==> src/rtl/morse_pattern_sequencer.sv <==
// Morse pattern sequencer: latches a letter, loads its 12-bit Morse pattern into
// the downstream shift register, then issues one shift-enable per symbol period.
module morse_pattern_sequencer #(
    parameter int unsigned TICK_DIV  = 25_000_000,
    parameter int unsigned PATTERN_W = 12
) (
    input  logic                 clk,
    input  logic                 reset,
    input  logic                 start,
    input  logic [2:0]           letter_sel,
    output logic [PATTERN_W-1:0] pattern,
    output logic                 loadn,
    output logic                 enable,
    output logic                 busy,
    output logic                 done
);

    localparam int unsigned TICK_W  = (TICK_DIV > 1) ? $clog2(TICK_DIV) : 1;
    localparam int unsigned SHIFT_W = 4;

    localparam logic [TICK_W-1:0]  TICK_LAST  = TICK_W'(TICK_DIV - 1);
    localparam logic [SHIFT_W-1:0] SHIFT_LAST = SHIFT_W'(PATTERN_W - 1);
    localparam logic [SHIFT_W-1:0] SHIFT_MAX  = SHIFT_W'(PATTERN_W);

    typedef enum logic [1:0] {
        ST_IDLE  = 2'd0,
        ST_LOAD  = 2'd1,
        ST_SHIFT = 2'd2,
        ST_DONE  = 2'd3
    } state_t;

    state_t                 state_q;
    state_t                 state_d;
    logic [TICK_W-1:0]      tick_q;
    logic [TICK_W-1:0]      tick_d;
    logic [SHIFT_W-1:0]     shift_q;
    logic [SHIFT_W-1:0]     shift_d;
    logic                   tick_last;

    logic [PATTERN_W-1:0]   pattern_d;
    logic                   loadn_d;
    logic                   enable_d;
    logic                   busy_d;
    logic                   done_d;

    // Morse table, LSB is sent first: dot=1, dash=111, gap=0
    function automatic logic [PATTERN_W-1:0] pattern_lut(input logic [2:0] sel);
        logic [PATTERN_W-1:0] val;
        val = '0;
        case (sel)
            3'd0: val = PATTERN_W'(12'h01D);
            3'd1: val = PATTERN_W'(12'h157);
            3'd2: val = PATTERN_W'(12'h5D7);
            3'd3: val = PATTERN_W'(12'h057);
            3'd4: val = PATTERN_W'(12'h001);
            3'd5: val = PATTERN_W'(12'h175);
            3'd6: val = PATTERN_W'(12'h177);
            3'd7: val = PATTERN_W'(12'h055);
            default: val = '0;
        endcase
        return val;
    endfunction

    assign tick_last = (tick_q == TICK_LAST);

    // State register
    always_ff @(posedge clk or posedge reset) begin
        if (reset) begin
            state_q <= ST_IDLE;
        end else begin
            state_q <= state_d;
        end
    end

    // Next-state logic
    always_comb begin
        state_d = state_q;
        case (state_q)
            ST_IDLE:  if (start) state_d = ST_LOAD;
            ST_LOAD:  state_d = ST_SHIFT;
            ST_SHIFT: if (tick_last && (shift_q == SHIFT_LAST)) state_d = ST_DONE;
            ST_DONE:  state_d = ST_IDLE;
            default:  state_d = ST_IDLE;
        endcase
    end

    // Symbol-period tick counter and saturating shift counter, next values
    always_comb begin
        tick_d  = tick_q;
        shift_d = shift_q;
        case (state_q)
            ST_LOAD: begin
                tick_d  = '0;
                shift_d = '0;
            end
            ST_SHIFT: begin
                tick_d = tick_last ? '0 : tick_q + TICK_W'(1);
                if (tick_last && (shift_q != SHIFT_MAX)) begin
                    shift_d = shift_q + SHIFT_W'(1);
                end
            end
            default: ;
        endcase
    end

    // Counter registers
    always_ff @(posedge clk or posedge reset) begin
        if (reset) begin
            tick_q  <= '0;
            shift_q <= '0;
        end else begin
            tick_q  <= tick_d;
            shift_q <= shift_d;
        end
    end

    // Output decode from next state so every output lands in the cycle of its state
    always_comb begin
        pattern_d = pattern;
        if ((state_q == ST_IDLE) && start) begin
            pattern_d = pattern_lut(letter_sel);
        end
        loadn_d  = (state_d != ST_LOAD);
        enable_d = (state_d == ST_SHIFT) && (tick_d == TICK_LAST);
        busy_d   = (state_d != ST_IDLE);
        done_d   = (state_d == ST_DONE);
    end

    // Output registers
    always_ff @(posedge clk or posedge reset) begin
        if (reset) begin
            pattern <= '0;
            loadn   <= 1'b1;
            enable  <= 1'b0;
            busy    <= 1'b0;
            done    <= 1'b0;
        end else begin
            pattern <= pattern_d;
            loadn   <= loadn_d;
            enable  <= enable_d;
            busy    <= busy_d;
            done    <= done_d;
        end
    end

endmodule
==> config.mk <==
export PLATFORM = sky130hd
export DESIGN_NAME = morse_pattern_sequencer
export DESIGN_NICKNAME = d
export VERILOG_FILES = /design/src/rtl/morse_pattern_sequencer.sv
export SDC_FILE = /design/constraint.sdc
export NUM_CORES = 1
export LEC_CHECK = 0
export ABC_AREA = 1
export BUFFER_PORTS_ARGS = -buffer_cell sky130_fd_sc_hd__clkbuf_2
export CORE_AREA = 2 2 107 109
export DETAILED_ROUTE_END_ITERATION = 8
export DIE_AREA = 0 0 109 111
export GPL_TIMING_DRIVEN = 0
export PLACE_DENSITY = 0.43
export SETUP_SLACK_MARGIN = 0.02
export SLEW_MARGIN = 20
export SYNTH_ARGS = -nofsm -noshare
export SYNTH_HDL_FRONTEND = slang
export SYNTH_SLANG_ARGS = --single-unit
==> constraint.sdc <==
create_clock -name clk -period 2.7 [get_ports clk]
set_clock_uncertainty 0.15 [all_clocks]
set_input_delay 0.54 -clock clk [delete_from_list [all_inputs] [get_ports clk]]
set_output_delay 0.54 -clock clk [all_outputs]
set_load 0.02 [all_outputs]
---- Word level (Yosys, flattened, before mapping) ----
Memory sizes are Yosys's and may differ from the RTL's. A register that Yosys moved wholly into a read port is not among the register bits.
Cells that the tools add are included.
cells by class
  $add $sub $neg .......................... 2
  eq/ne operators ......................... 11
  muxes and demuxes ....................... 7
  reductions and logical operators ........ 8
operator list
  operator                                                                 count
  25-bit equality test, second input constant                              2
  25-bit one-hot mux with 2 select lines                                   1
  25-bit by 1-bit adder with 25-bit output, second input constant          1
  25-bit 2-to-1 mux                                                        1
  2-bit equality test, second input constant                               4
  2-bit one-hot mux with 4 select lines                                    1
  4-bit one-hot mux with 2 select lines                                    1
  4-bit by 1-bit adder with 4-bit output, second input constant            1
  4-bit equality test, second input constant                               1
  1-bit logical AND                                                        4
  2-bit 2-to-1 mux                                                         2
  4-bit 2-to-1 mux                                                         1
  4-bit inequality test, second input constant                             1
  2-bit nonzero test                                                       2
  2-bit by 1-bit equality test with 1-bit output, second input constant    1
  2-bit logical NOT                                                        1
  2-bit by 1-bit inequality test with 1-bit output, second input constant  1
  2-bit inequality test, second input constant                             1
  2-bit AND reduction                                                      1
storage, ports and cells
  register bits after elaboration ......... 47
  ROM bits ................................ 72
  input port bits ......................... 6
  output and inout bits ................... 16
  logic and storage cells ................. 37
  memories kept ........................... 1
memory list
  name              words  bits a word  read ports  clocked after Yosys merged registers in  write ports  RTL line  text
  (name not given)  8      9            1           1                                        0            50        case (sel)

---- Longest topological paths before layout ----
Gate-level depths: netlist of run 1.
  depth after elaboration ................. 6
  mapped depth ............................ 16
  gate-level depth less buffers ........... 16

---- Least setup slack after synthesis of run 1 ----
No wires, ideal clock.
  kind .................................... reg-to-reg
  from .................................... reg state_q[0]
  to ...................................... reg enable
  setup time .............................. 0.069 ns
  arrival ................................. 1.799 ns
  required time ........................... 2.481 ns
  setup slack ............................. 0.682 ns
  cell stages (with the launch flop) ...... 15
  path buffers ............................ 0
  clock period less this slack ............ 2.018 ns
  cells stage by stage .................... dfrtp_1 inv_1 ha_1 nand2_1 nor2_4 nand2_2 nor2_2 nand2_1 nand2_1 nand3_1 nor2_1 nand2_1 nor2_2 nand2_1 nor2_2
on the way
  cells in the longest elaborated chain, start to end .. 4
  elaborated cells on any way between the ends .. 11
  classes of those cells .................. eq/ne: 5; mux: 4; reduce/logical: 2
RTL lines
  what                                               RTL line  text
  start, declared                                    32        state_t state_q;
  start signal, assigned                             71        state_q <= state_d;
  2-bit equality test, or another cell as far along  78        case (state_q)
  2-bit one-hot mux with 4 select lines (*)          78
  named net state_d[1]                               33        state_t state_d;
  2-bit equality test (*)                            124       enable_d = (state_d == ST_SHIFT) && (tick_d == TICK_LAST);
  1-bit logical AND (*)                              124
  named net enable_d                                 42        logic enable_d;
  end signal, assigned                               140       enable <= enable_d;
  end, declared                                      13        output logic enable,
Mark *: on every way through the listed nets, which the timed path passes. The rest lies on a longest branch.
A chain may end at the register's enable or synchronous reset.

---- Final worst setup path of run 1 ----
Ends and elaborated chain as after synthesis.

==> flow_summary.yaml, run 1 <==
sta:
  worstMarginPinSlew_ns: 0.548
  rsz0062_at_grt: "no"
  fin_setup_tns_ns: 0
  setup_viol: 0
  slew_headroom: 0.631
  finalHoldViolations: 0
  timing.fmax_ghz: 0.409
  finalCritPeriodShare: 0.906
  final-max-slew-violation-count: 0
  finalCriticalPeriod_ns: 2.45
global_routing:
  grt_overflow: 0
  antenna_found_initial: 0
  first_global_vias: 2229
  grt_pass1_wl_mm: 11.3
  grt_start_max_net_pins: 29
  grt.total_usage: 0.119
power_and_ir_drop:
  p_comb_frac: 0.334
  seqPwrFrac: 0.333
  p_leak_nw: 1.55
  p_sw_uw: 908
  powerDensity_nw_per_um2: 756
  power.share.switching: 0.378
  intPower_mw: 1.50
  ir_drop_v: 0.000341
  clkPwrFrac: 0.332
synth:
  synthMuxAreaShare: 0
  synthFlopType: "dfrtp_1"
  synth_cell_type_count: 34
  netlist_area_um2: 2690
  synth_area_leaders: "dfrtp_1, nand2_1, nor2_1"
  synthAdderAreaFrac: 0.0465
  yosysWarnings: 0
  yosys.area.top_type: "dfrtp_1"
  ys_ff_latch: 43
  avgSynthCellArea_um2: 7.22
  synth_compound_area_frac: 0.0521
  synth-xor-area-share: 0.0228
  synth_top_area_share: 0.391
  synth_cells: 373
  synth_top_family_by_area: "simple AND/OR/NAND/NOR gates"
  synth_enable_flop_cells: 0
  async_reset_ff_frac: 1.00
  synth-simple-area-share: 0.381
  synth-seq-area-share: 0.400
route:
  vias_per_cell: 4.27
  postRouteAntennaNets: 0
  vias: 2327
  wire_per_inst_um: 12.2
  wl_mm: 6.67
  first_pass_iters: 4
  drc_errors: 0
  drt_iter0_markers: 122
worst_setup_path:
  crit_type: "flip-flop to flip-flop"
  critPathLaunchType: "flip-flop"
  critPathMaxFanout: 6
  worstPathArrival_ns: 2.52
  worstPathRequired_ns: 2.78
  end_kind: "flip-flop"
placed_design:
  port_buffers: 19
  dp_hpwl_mm: 5.29
  gp_congestion: 0.814
clock_network:
  cts_sinks: 43
  clkLatencyLatePin_ns: 0.29
  postCtsSetupBuffers: 0
  cts-hold-fix-buffers: 0
  clk_root_buffer_cell: "clkbuf_16"
  cts_buffers: 5
  cts_tree: "built"
  htree_levels: 2
  clockBufferDepth: 2
  ctsResizeCount: 0
  clk_pin_slew_ns: 0.07
run:
  cap_violations: 0
finish:
  fillers: 1204
  final_cell_mix: "nand2_1, nor2_1, inv_1, dfrtp_1, nand3_1"
  final_common_cell: "nand2_1"
  nNetsFinal: 417
  syn2layout_area_growth_pct: 18.2
  finalCoreUtilization: 0.287
  antenna_cells: 0
  drive_gt1_frac: 0.172
floorplanning:
  row_count: 39
  ioPinCount: 22
  start_util: 0.243
  die_area_um2: 12100
  fp.dieW_um: 109
  core_um2: 11100
  die_h_um: 111
min_path:
  hp-class: "input pin to async pin"
status:
  status: "complete, no violations"
## state kept, by name (all words and copies together) (netlist names)
| signal | flops |
|---|---|
| busy | 1 |
| pattern | 8 |
| enable | 1 |
| shift_q | 4 |
| tick_q | 25 |
| loadn | 1 |
| done | 1 |
| state_q | 2 |
## routing by layer
metal,track usage,up-vias,share of wire
li1,-,1211,-
met1,0.167,1058,0.49
met2,0.188,53,0.46
met3,0.0235,5,0.043
met4,0.0256,0,0.0079
met5,0,-,0
## cells by family after synthesis
logic type,after synthesis
compound gates,26
xor+xnor,7
fa+ha+maj,10
buf+inv,64
flops,43
other cells,1
simple gates,222
## Yosys cell counts, types with 3 or more instances
master,n
a21oi_1,9
buf_4,4
dfrtp_1,42
ha_1,10
inv_1,53
nand2_1,96
nand2_2,13
nand3_1,24
nand4_1,9
nor2_1,55
nor2_2,9
nor2_4,3
nor3_1,5
o21ai_0,10
o21ai_1,3
xor2_1,6
## critical path, cell delays in order (launching register included)
cell and delay, ns:
dfrtp_1 0.38, inv_1 0.10, ha_2 0.40, nand3_2 0.13, nor2_2 0.12, nand2_2 0.13
clkinv_2 0.12, nand2_2 0.06, o21ai_1 0.23, nand2_1 0.08, nor2_1 0.12, nand2_1 0.09
nor2_2 0.10, nand2_1 0.08, nor2_2 0.08
## power by group through the flow
stage | clock network [mW] | registers (mW) | logic [mW]
6_report | 0.798 | 0.802 | 0.804
5_1_grt | 0.835 | 0.817 | 0.902
4_1_cts | 0.814 | 0.803 | 0.818
3_5_place_dp | 0 | 0.815 | 0.814
3_3_place_gp | 0 | 0.815 | 0.812
2_1_floorplan | 0 | 0.879 | 0.472
## layout make-up
class                      instances  area [µm²]  share of cell area
sequential                        43        1080               0.339
inverter                          58         219              0.0688
timing repair buffer              20         115              0.0362
clock inverter                     2        60.1              0.0189
buffer                             6        40.0              0.0126
clock buffer                       6         129              0.0405
tap                              143         179              0.0563
multi-input combinational        267        1360               0.428
## metrics by stage
step                      hold slack [ns]  area (µm²)  cells  total power, mW  worst slack [ns]
after floorplan                     0.350        2700    374             1.35             0.682
after global placement              0.308        2970    536             1.63             0.155
after detailed placement            0.309        2990    537             1.63             0.197
after CTS                          0.0767        3180    545             2.44             0.182
after global routing               0.0893        3180    545             2.55            0.0198
final                              0.0586        3180    545             2.40             0.254
## path summary, 6_finish.rpt
kind	startpoint	end	slack, ns	depth (start not counted)
max	state_q[0]	enable	0.25	14
min	reset	done	0.06	2
max reg2reg	state_q[0]	enable	0.25	14
min reg2reg	pattern[0]	pattern[0]	0.32	1
max in group asynchronous	reset	tick_q[1]	1.85	3
min in group clk	letter_sel[2]	pattern[4]	0.31	2
(Power assumes the default switching activity.)
==> run 2: changes to the inputs <==
Settings changed: CTS_BUF_LIST from default to sky130_fd_sc_hd__clkbuf_2 sky130_fd_sc_hd__clkbuf_4 sky130_fd_sc_hd__clkbuf_8.
==> flow_summary.yaml, run 2 (synthesized netlist as in run 1, its figures left out) <==
status:
  status: "complete, no violations"
worst_setup_path:
  worstPathRequired_ns: 2.79
  slowest_stage: "dfrtp_1"
  critPathMaxFanout: 6
  timing.critical_path.buf_inv: 2
  slowest_delay_ns: 0.40
  end_kind: "flip-flop"
  worstPathArrival_ns: 2.56
  crit_chain: "inv_1 > ha_2 > nand3_2 > nor2_2 > nand2_2 > clkinv_2 > nand2_2 > o21ai_1 > nand2_1 > nor2_1 > nand2_1 > nor2_2 > nand2_1 > nor2_2"
  crit_type: "flip-flop to flip-flop"
  critPathLaunchType: "flip-flop"
  cp_top_family: "simple AND/OR/NAND/NOR gates"
min_path:
  hp-class: "input pin to async pin"
finish:
  nNetsFinal: 417
  drive_gt1_frac: 0.174
  largestRegisters: "tick_q x25, pattern x8, shift_q x4"
  largest_reg_flops: 25
  final_common_cell: "nand2_1"
  final_cell_mix: "nand2_1, nor2_1, inv_1, dfrtp_1, nand3_1"
  top_register: "tick_q"
  syn2layout_area_growth_pct: 16.2
  antenna_cells: 0
clock_network:
  clkLatencyLatePin_ns: 0.30
  cts_tree: "built"
  clockBufferDepth: 2
  clk_root_buffer_cell: "clkbuf_8"
  cts_buffers: 5
  clk_pin_slew_ns: 0.09
  htree_levels: 2
  cts-hold-fix-buffers: 0
  cts_sinks: 43
global_routing:
  grt.total_usage: 0.120
  first_global_vias: 2229
  grt_overflow: 0
  grt_pass1_wl_mm: 11.3
  grt_start_max_net_pins: 29
  antenna_found_initial: 0
floorplanning:
  row_count: 39
  ioPinCount: 22
  die_h_um: 111
  die_area_um2: 12100
  start_util: 0.243
  fp.dieW_um: 109
  core_um2: 11100
sta:
  finalCritPeriodShare: 0.914
  slew_headroom: 0.633
  finalHoldViolations: 0
  worstMarginPinSlew_ns: 0.545
  fin_setup_tns_ns: 0
  post-route-worst-setup-slack_ns: 0.233
  final-max-slew-violation-count: 0
  finalCriticalPeriod_ns: 2.47
  rsz0062_at_grt: "no"
  hold_ws_ns: 0.0403
  setup_viol: 0
  timing.fmax_ghz: 0.405
route:
  wire_per_inst_um: 12.2
  postRouteAntennaNets: 0
  vias: 2315
  drt_iter0_markers: 135
  first_pass_iters: 4
  drc_errors: 0
  vias_per_cell: 4.25
  wl_mm: 6.66
placed_design:
  dp_hpwl_mm: 5.29
  dp_slack_ns: 0.197
  gp_congestion: 0.814
  port_buffers: 19
power_and_ir_drop:
  ir_drop_v: 0.000311
  p_leak_nw: 1.53
  powerDensity_nw_per_um2: 713
run:
  cap_violations: 0
-- run 2: metal layers --
layer	up-vias	wire length, µm	global-route usage
li1	1205	-	-
met1	1067	3320	0.169
met2	39	3050	0.188
met3	4	245	0.0218
met4	0	53	0.0282
met5	-	0	0
-- run 2: area by class of cell --
type	count	area, µm²
inverters	58	219
clock buffers	6	76.3
repair buffers	20	115
plain buffers	6	40.0
fillers	1206	7950
multi-input cells	267	1360
clock inverters	2	60.1
flip-flops and latches	43	1080
well taps	143	179
-- run 2: stage by stage --
stage | std cells | cell area (µm²) | util | total power [mW]
finish | 545 | 3130 | 0.282 | 2.23
global route | 545 | 3130 | 0.282 | 2.39
CTS | 545 | 3130 | 0.282 | 2.26
detailed placement | 537 | 2990 | 0.270 | 1.63
global placement | 536 | 2970 | 0.268 | 1.63
floorplan | 374 | 2700 | - | 1.35
-- run 2: final timing paths --
kind	from	end	slack [ns]	cells after the start
hold reg to reg	pattern[0]	pattern[0]	0.32	1
max in group asynchronous	reset	tick_q[20]	1.87	3
setup reg to reg	state_q[0]	enable	0.23	14
hold / removal	reset	done	0.04	2
setup / recovery	state_q[0]	enable	0.23	14
min in group clk	letter_sel[2]	pattern[4]	0.29	2
-- run 2: timing repair --
action | 4_1_cts | 5_1_grt
buffers inserted | 0 | 0
setup endpoints to repair | 0 | 1
gates resized for setup | 0 | 1
-- run 2: power by group --
group          total [mW]  internal (mW)  switching [mW]
clock               0.623          0.380           0.242
sequential          0.801          0.741          0.0603
combinational       0.805          0.223           0.582
==> run 3: changes to the inputs <==
Settings changed: CELL_PAD_IN_SITES_DETAIL_PLACEMENT from default to 0, CELL_PAD_IN_SITES_GLOBAL_PLACEMENT from default to 1, PLACE_DENSITY 0.43 to 0.53.
==> flow_summary.yaml, run 3 (synthesized netlist as in run 1, its figures left out) <==
power_and_ir_drop:
  seqPwrFrac: 0.372
  intPower_mw: 1.25
  powerDensity_nw_per_um2: 696
  clkPwrFrac: 0.249
  power.share.switching: 0.424
  p_comb_frac: 0.379
  total_power_mw: 2.16
  ir_drop_v: 0.000251
  p_leak_nw: 1.52
  p_sw_uw: 916
sta:
  final-max-slew-violation-count: 0
  finalCritPeriodShare: 0.919
  timing.fmax_ghz: 0.403
  finalHoldViolations: 0
  fin_setup_tns_ns: 0
  setup_viol: 0
  finalCriticalPeriod_ns: 2.48
  rsz0062_at_grt: "yes"
worst_setup_path:
  cp.depth: 14
  r2r_end: "enable"
  slowest_delay_ns: 0.40
  r2r.worst_path.cells: 14
  r2r_slack_ns: 0.22
  timing.critical_path.buf_inv: 2
  worstPathRequired_ns: 2.80
  endpoint: "enable"
  crit_chain: "inv_1 > ha_2 > nand3_2 > nor2_2 > nand2_2 > clkinv_2 > nand2_2 > o21ai_1 > nand2_1 > nor2_1 > nand2_1 > nor2_2 > nand2_1 > nor2_2"
  cp_top_family: "simple AND/OR/NAND/NOR gates"
  slowest_stage: "ha_2"
  crit_type: "flip-flop to flip-flop"
  reg2reg_from: "state_q[0]"
  startpoint: "state_q[0]"
  end_kind: "flip-flop"
  critPathLaunchType: "flip-flop"
  worstPathArrival_ns: 2.58
  critPathMaxFanout: 6
global_routing:
  grt_start_max_net_pins: 29
  first_global_vias: 2319
  grt_pass1_wl_mm: 12.2
  grt_overflow: 0
  grt.total_usage: 0.130
  antenna_found_initial: 0
route:
  wire_per_inst_um: 13.3
  vias: 2314
  vias_per_cell: 4.25
  wl_mm: 7.27
  postRouteAntennaNets: 0
  first_pass_iters: 4
  drc_errors: 0
  drt_iter0_markers: 103
placed_design:
  gp_congestion: 0.813
  port_buffers: 19
  dp_hpwl_mm: 5.72
floorplanning:
  ioPinCount: 22
  die_h_um: 111
  die_area_um2: 12100
  core_um2: 11100
  start_util: 0.243
  fp.dieW_um: 109
  row_count: 39
clock_network:
  htree_levels: 2
  cts_sinks: 43
  clk_pin_slew_ns: 0.10
  clkLatencyLatePin_ns: 0.30
  cts_tree: "built"
  cts_buffers: 5
  cts-hold-fix-buffers: 0
  clk_root_buffer_cell: "clkbuf_8"
  clockBufferDepth: 2
finish:
  drive_gt1_frac: 0.174
  antenna_cells: 0
  largest_reg_flops: 25
  syn2layout_area_growth_pct: 15.4
  top_register: "tick_q"
  largestRegisters: "tick_q x25, pattern x8, shift_q x4"
  final_cell_mix: "nand2_1, nor2_1, inv_1, dfrtp_1, nand3_1"
  final_common_cell: "nand2_1"
  nNetsFinal: 417
status:
  status: "complete, no violations"
run:
  cap_violations: 0
min_path:
  hp-class: "input pin to async pin"
==> run 3: changes by cell type in the layout (fill, tap and decap cells not counted), sizes merged <==
cell / change
clkinv: +2
buf: -1
bufinv: -1
==> run 3: repair_timing <==
action / 4_1_cts / 5_1_grt
buffers inserted: 0 / 0
gates resized for setup: 0 / 2
endpoints found under the setup margin: 0 / 11
==> run 3: area by class of cell <==
type                    instances  area (µm²)
plain buffers                   6        42.5
clock buffers                   5        68.8
clock inverters                 3        43.8
fillers                      1241        7970
inverters                      58         219
multi-input cells             267        1360
flip-flops and latches         43        1080
well taps                     143         179
repair buffers                 20         115
==> run 3: per-stage QoR <==
stage                     std cells  utilization  setup WS (ns)  hold WS [ns]  area, µm²
after global placement          536        0.268          0.131         0.306       2970
final                           545        0.280          0.219        0.0491       3110
after CTS                       545        0.280          0.145        0.0621       3100
after floorplan                 374            -          0.682         0.350       2700
after detailed placement        537        0.270          0.176         0.315       2990
after global routing            545        0.280         0.0136        0.0800       3110
==> run 3: worst min path at each step <==
stage / end / slack (ns) / cells past startpoint
floorplan: shift_q[3] / 0.35 / 2
global placement: pattern[0] / 0.31 / 1
detailed placement: pattern[0] / 0.32 / 1
CTS: pattern[0] / 0.06 / 2
global route: shift_q[3] / 0.08 / 2
finish: pattern[0] / 0.05 / 2
==> run 3: power by group through the flow <==
stage          logic (mW)  clock network, mW  registers [mW]
2_1_floorplan       0.472                  0           0.879
3_3_place_gp        0.831                  0           0.814
3_5_place_dp        0.841                  0           0.820
4_1_cts             0.840              0.557           0.807
5_1_grt             0.930              0.585           0.820
6_report            0.820              0.538           0.805
==> run 3: per-layer routing <==
metal  GRT usage  share of wire  wire length (µm)  up-vias
met2       0.206           0.45              3270       44
met3      0.0241          0.034               250        7
met4      0.0231         0.0076                55        0
li1            -              -                 -     1203
met1       0.185           0.51              3690     1060
met5           0              0                 0        -
==> run 3: worst reg2reg max path, stage by stage (launching register included) <==
cell      delay [ns]
dfrtp_1         0.38
inv_1           0.09
ha_2            0.40
nand3_2         0.14
nor2_2          0.13
nand2_2         0.13
clkinv_2        0.13
nand2_2         0.06
o21ai_1         0.22
nand2_1         0.08
nor2_1          0.11
nand2_1         0.10
nor2_2          0.13
nand2_1         0.10
nor2_2          0.08
